==> config.mk <==
export PLATFORM = sky130hd
export DESIGN_NAME = frog_collision_ctrl
export DESIGN_NICKNAME = d
export VERILOG_FILES = /design/src/rtl/frog_collision_ctrl.sv
export SDC_FILE = /design/constraint.sdc
export NUM_CORES = 1
export LEC_CHECK = 0
export ABC_AREA = 1
export ABC_CLOCK_PERIOD_IN_PS = 1800
export BUFFER_PORTS_ARGS = -buffer_cell sky130_fd_sc_hd__buf_2
export CORE_MARGIN = 2
export CORE_UTILIZATION = 50
export CTS_CLUSTER_DIAMETER = 80
export DETAILED_ROUTE_END_ITERATION = 10
export GPL_ROUTABILITY_DRIVEN = 0
export PLACE_DENSITY = 0.72
export SYNTH_ARGS = -nofsm -noshare
export SYNTH_HDL_FRONTEND = slang
export SYNTH_SLANG_ARGS = --single-unit
==> constraint.sdc <==
create_clock -name i_Clk -period 1.8 [get_ports i_Clk]
set_clock_uncertainty 0.2 [all_clocks]
set_input_delay 0.18 -clock i_Clk [delete_from_list [all_inputs] [get_ports i_Clk]]
set_output_delay 0.18 -clock i_Clk [all_outputs]
set_load 0.01 [all_outputs]
==> src/rtl/frog_collision_ctrl.sv <==
// Game-state controller: collision and goal detection, lives/level/score tracking,
// and frog-reset / game-over signalling for the car lanes.
module frog_collision_ctrl #(
   parameter int NUM_CARS    = 4,
   parameter int CAR_ROW0    = 1,
   parameter int GOAL_ROW    = 0,
   parameter int START_LIVES = 3,
   parameter int MAX_LEVEL   = 15,
   parameter int HIT_HOLD    = 8
) (
   input  logic                  i_Clk,
   input  logic                  i_Rst,
   input  logic                  i_start,
   input  logic [5*NUM_CARS-1:0] i_car_x,
   input  logic [4:0]            i_frog_x,
   input  logic [3:0]            i_frog_y,
   output logic [3:0]            o_level,
   output logic [2:0]            o_lives,
   output logic [7:0]            o_score,
   output logic                  o_hit,
   output logic                  o_goal,
   output logic                  o_frog_reset,
   output logic                  o_game_over
);

   typedef enum logic [2:0] {
      S_IDLE,
      S_PLAY,
      S_HIT,
      S_GOAL,
      S_OVER
   } state_t;

   localparam logic [2:0] LIVES_INIT = 3'(START_LIVES);
   localparam logic [3:0] LEVEL_MAX  = 4'(MAX_LEVEL);
   localparam logic [7:0] HOLD_LAST  = 8'(HIT_HOLD - 1);

   state_t     state, state_nx;
   logic [7:0] cnt, cnt_nx;
   logic [3:0] level_nx;
   logic [2:0] lives_nx;
   logic [7:0] score_nx;
   logic       hit_nx, goal_nx;
   logic       collide, at_goal;

   always_comb begin
      collide = 1'b0;
      for (int unsigned k = 0; k < NUM_CARS; k++) begin
         if (i_frog_y == 4'(CAR_ROW0 + k) && i_frog_x == i_car_x[5*k +: 5])
            collide = 1'b1;
      end
      at_goal = (i_frog_y == 4'(GOAL_ROW));
   end

   always_ff @(posedge i_Clk) begin
      if (i_Rst) begin
         state        <= S_IDLE;
         cnt          <= '0;
         o_level      <= 4'd1;
         o_lives      <= LIVES_INIT;
         o_score      <= '0;
         o_hit        <= 1'b0;
         o_goal       <= 1'b0;
         o_frog_reset <= 1'b1;
         o_game_over  <= 1'b0;
      end else begin
         state        <= state_nx;
         cnt          <= cnt_nx;
         o_level      <= level_nx;
         o_lives      <= lives_nx;
         o_score      <= score_nx;
         o_hit        <= hit_nx;
         o_goal       <= goal_nx;
         o_frog_reset <= (state_nx != S_PLAY);
         o_game_over  <= (state_nx == S_OVER);
      end
   end

   always_comb begin
      state_nx = state;
      case (state)
         S_IDLE:  if (i_start) state_nx = S_PLAY;
         S_PLAY: begin
            if (collide && o_lives != '0)
               state_nx = (o_lives == 3'd1) ? S_OVER : S_HIT;
            else if (at_goal)
               state_nx = S_GOAL;
         end
         S_HIT:   if (cnt == HOLD_LAST) state_nx = S_PLAY;
         S_GOAL:  state_nx = S_PLAY;
         S_OVER:  if (i_start) state_nx = S_PLAY;
         default: state_nx = S_IDLE;
      endcase
   end

   always_comb begin
      cnt_nx   = cnt;
      level_nx = o_level;
      lives_nx = o_lives;
      score_nx = o_score;
      hit_nx   = 1'b0;
      goal_nx  = 1'b0;
      case (state)
         S_IDLE, S_OVER: begin
            if (i_start) begin
               lives_nx = LIVES_INIT;
               level_nx = 4'd1;
               score_nx = '0;
            end
         end
         S_PLAY: begin
            // Collision wins over goal when both match on a misconfigured row map.
            if (collide && o_lives != '0) begin
               lives_nx = o_lives - 3'd1;
               hit_nx   = 1'b1;
               cnt_nx   = '0;
            end else if (at_goal) begin
               goal_nx  = 1'b1;
               score_nx = (o_score == 8'hFF) ? o_score : o_score + 8'd1;
               level_nx = (o_level >= LEVEL_MAX) ? LEVEL_MAX : o_level + 4'd1;
            end
         end
         S_HIT:   cnt_nx = cnt + 8'd1;
         default: ;
      endcase
   end

endmodule

Word-level counts from Yosys, hierarchy flattened. Cells that the tools add are included.

Input port bits: 32. Bits in registers: 30.

Equal/unequal tests: 22. Magnitude comparators: 1. Bitwise operators: 1. Reductions and logical operators: 17. Muxes and demuxes: 27. Add/subtract/negate cells: 4.

Operator list (number): $mux W8 (5); $pmux W8 S2 (2); $mux W3 (7); $eq A5 B5 Y1 (4); $add A8 B1 Y8 const B (2); $mux W4 (4); $pmux W3 S4 (1); $eq A4 B2 Y1 const B (2); $eq A8 B3 Y1 const B (1); $eq A8 B8 Y1 const B (1); $ne A2 B2 Y1 const B (4); $pmux W4 S2 (1); $eq A3 B1 Y1 const B (2); $eq A3 B2 Y1 const B (2); $eq A3 B3 Y1 const B (2); $mux W1 (6); $pmux W3 S2 (1); $logic_and A1 B1 Y1 (5); $reduce_and A5 Y1 (1); $add A4 B1 Y4 const B (1); $eq A4 B1 Y1 const B (1); $eq A4 B3 Y1 const B (1); $ge A4 B4 Y1 const B (1); $logic_not A4 Y1 (1); 12 further kinds (14).

Longest topological paths before layout.
Word-level depth: 10. Gate-level depth with buffers: 12. Mapped depth without buffers: 12.

Worst setup path after synthesis. OpenSTA, ideal clock, no wires.

Kind: register to register. Start point: reg o_score[0]. End point: reg o_score[5]. Period minus slack after synthesis: 1.662 ns. Data required time: 1.485 ns. Library setup time: 0.115 ns. Stages on the path, launching flop included: 11. Setup slack: 0.138 ns. Buffers on the path: 1. Arrival: 1.348 ns. Cells stage by stage: dfxtp_1 -> ha_1 -> nand2_1 -> inv_1 -> nand2_1 -> nor2_1 -> nand2_1 -> nand2_4 -> buf_6 -> nor3_2 -> o21a_1.

Longest elaborated chain between the ends: 5. Elaborated cells between the ends (all ways): 8. Those cells by class: add/sub (1); eq/ne (2); mux (4); reduce/logical (1).

RTL lines: start, declared (RTL line 19) `output logic [7:0] o_score,`; start signal, assigned (RTL line 71) `o_score <= score_nx;`; $add A8 B1 Y8 (RTL line 119) `score_nx = (o_score == 8'hFF) ? o_score : o_score + 8'd1;`; $mux W8 (RTL line 119); $mux W8 (RTL line 117) `end else if (at_goal) begin`; $mux W8 (RTL line 113) `if (collide && o_lives != '0) begin`; $pmux W8 S2 (RTL line 103) `case (state)`.

Parallel ways exist; a longest one is shown, timed or not. The select of a mux whose other input is x is not followed. A chain may end at the register's enable or synchronous reset.

Final worst setup path.
Start point: reg state[1]. End point: reg o_score[5].

Longest elaborated chain between the ends: 4. Elaborated cells between the ends (all ways): 11. Those cells by class: eq/ne (6); mux (1); reduce/logical (4).

RTL lines: start, declared (RTL line 38) `state_t state, state_nx;`; start signal, assigned (RTL line 67) `state <= state_nx;`; $eq A3 B3 Y1 / $logic_not A3 Y1 (equally long branches) (RTL line 103); $reduce_or A2 Y1 (no source line); $ne A2 B1 Y1 (no source line) / $reduce_bool A2 Y1 (equally long branches); $reduce_and A5 Y1 (no source line).

Parallel ways exist; a longest one is shown, timed or not.

==> impl_metrics.csv <==
group,metric,value,unit
status,status,"finished, final reports clean",
timing,max_freq,604.3,MHz
finish,fin_util,0.6698,
setup_path,critPathSlowestCell,"dfxtp_1",
timing,setup_violations,0,
synthesis,synth_common_cells,"nand2_1, inv_1, nand3_1",
synthesis,ys_dominant_reg_cell,"dfxtp_1",
detailed_routing,via_count,2077,
pwr,p_per_area,676.1,nW/um2
clock_tree,path_clk_slew,0.07,ns
setup_path,crit_type,"register to register",
synthesis,syn_nets,355,
clock_tree,cts_made_buffers,5,
synthesis,syn-cell-area,1997,um2
finish,layout-drive-gt1-share,0.2571,
timing,rsz0062_at_grt,"false",
synthesis,syn_area_per_cell,6.299,um2
placement,dp_cells,424,
floorplan,fp.dieW,67.20,um
global_route,grt_pass1_vias,1811,
timing,max_slew.worst_pin.slew,0.4360,ns
synthesis,synth_top_area_frac,0.3008,
clock_tree,clk_path_buf_depth,2,
synthesis,synth_top_area_cell,"dfxtp_1",
finish,syn_to_final_growth,25.56,%
detailed_routing,wl,4371,um
detailed_routing,drtPass1Iterations,4,
floorplan,die-area,4515,um2
clock_tree,cts_tree,"done",
timing,period_minus_slack,1.655,ns
floorplan,core_area,3744,um2
setup_path,critPathArrivalTime,1.63,ns
clock_tree,cts_root_buf,"clkbuf_8",
synthesis,ys_types,33,
global_route,antenna_found_initial,0,
floorplan,die-height,67.20,um
finish,final_area,2507,um2
synthesis,ys_warn_count,0,
global_route,grt_pass1_wl,7369,um
global_route,grt_usage,0.2129,
clock_tree,cts_sinks,30,
timing,finalSetupTns,0,ns
clock_tree,hold_buffers,0,
pwr,p_leak,1.297,nW
detailed_routing,drt_iter0_drc,106,
timing,hold_slack,0.07933,ns
floorplan,rows,22,
finish,antenna_cells,0,
clock_tree,cts_resized,0,
setup_path,endpoint_kind,"register",
pwr,ir_drop,0.0003933,V
setup_path,critPathLaunchType,"register",
clock_tree,postCtsSetupRepairBufs,0,
synthesis,synth_edf_count,0,
finish,nets,422,
setup_path,slowest_delay,0.34,ns
timing,hold_violations,0,
finish,stdcell_count,433,
synthesis,syn_inst,317,
detailed_routing,wl_per_cell,10.09,um
run,drv_cap,0,
detailed_routing,drc,0,
synthesis,yosysSeqAreaShare,0.3008,
floorplan,initial_utilization,0.5334,
placement,port-buffer-count,50,
detailed_routing,viasPerCell,4.797,
global_route,grt_max_degree,16,
clock_tree,htree_levels,2,
worst_hold_path,hold_path_class,"input port to register",
timing,drv_slew,0,
setup_path,crit_required,1.78,ns
synthesis,async_flop_share,0,
setup_path,crit_top_cell,"nand2_4",
timing,max_slew_margin,0.7053,
clock_tree,clk_latency,0.28,ns
setup_path,crit_chain,"nor3_4, inv_2, nand2_4, nand2_4, clkinv_4, nand2_4, nor2_2, a21oi_1, o21a_1",
synthesis,synthTopCellsByArea,"dfxtp_1, nand2_1, inv_1",
synthesis,synth.most_common_cell,"nand2_1",
timing,finalCritPeriodShare,0.9193,
setup_path,crit_fanout,8,
placement,placed_area,2379,um2
synthesis,synth-seq-cells,30,
global_route,grt-ovfl-total,0,
detailed_routing,ant_nets,0,
placement,dpl.hpwl,3461,um
floorplan,pin_count,51,
## metal layers
metal | vias up | global-route usage | wire length [um]
li1 | 1132 | - | -
met2 | 41 | 0.3676 | 2092
met1 | 896 | 0.2544 | 2004
met4 | 0 | 0.08673 | 87
met5 | - | 0 | 0
met3 | 8 | 0.04833 | 185
## kinds of logic after synthesis
family                   count (synthesis)  share of synthesized area
AND/OR/NAND/NOR                        177                     0.4079
buffers and inverters                   59                     0.1191
AO/OA/AOI/OAI                           41                     0.1172
flip-flops                              30                     0.3008
adder cells (fa/ha/maj)                  6                    0.03759
XOR/XNOR                                 4                    0.01755
## through the flow
stage	power (mW)	setup slack [ns]
6_report	1.695	0.1452
5_1_grt	1.796	0.005303
4_1_cts	1.705	0.06458
3_5_place_dp	1.038	0.01550
3_3_place_gp	1.034	0.05132
2_1_floorplan	0.9206	0.1378
## cell type report
| type | instances | area (um2) |
|---|---|---|
| clock inverters | 3 | 40.04 |
| clock buffers | 5 | 68.82 |
| multi-input cells | 229 | 1179 |
| well taps | 48 | 60.06 |
| fillers | 360 | 1236 |
| flip-flops and latches | 30 | 600.6 |
| repair buffers | 63 | 347.8 |
| inverters | 55 | 211.5 |
## final timing paths
kind	start	to	slack, ns	cells after the start
min reg2reg	cnt[0]$_SDFFE_PP0P_	cnt[0]$_SDFFE_PP0P_	0.28	1
max	state[1]$_SDFF_PP0_	o_score[5]$_SDFFE_PP0P_	0.15	9
max reg2reg	state[1]$_SDFF_PP0_	o_score[5]$_SDFFE_PP0P_	0.15	9
min	i_start	o_game_over$_SDFF_PP0_	0.08	3
## placed cells by master (no fill, tap or decap), types with 5 or more instances in the layout
cell type and count:
o21ai_1 5, o21ai_0 7, dfxtp_1 30, buf_2 50, buf_4 13, a21oi_1 20, nor2_1 28, inv_1 46
nand3_1 32, ha_1 6, nand2_1 92, clkbuf_8 5, inv_2 8
## worst max-delay path: cells and delay by family, from the launching register on
| kind | cells | cell delay, ns |
|---|---|---|
| AOI/OAI and AO/OA | 2 | 0.18 |
| DFF | 1 | 0.34 |
| and+or+nand+nor | 5 | 0.64 |
| buffers and inverters | 2 | 0.18 |
## state kept, by name, summed over array words and instances, names as in the netlist, 3 cells and up
signal   cells
state        3
o_lives      3
o_score      8
o_level      4
cnt          8
## where the power goes
group / total (mW) / internal, mW / switching (mW)
combinational: 0.329 / 0.131 / 0.198
clock: 0.667 / 0.407 / 0.261
sequential: 0.699 / 0.685 / 0.0141
total: 1.70 / 1.22 / 0.473
(Power assumes the default switching activity.)
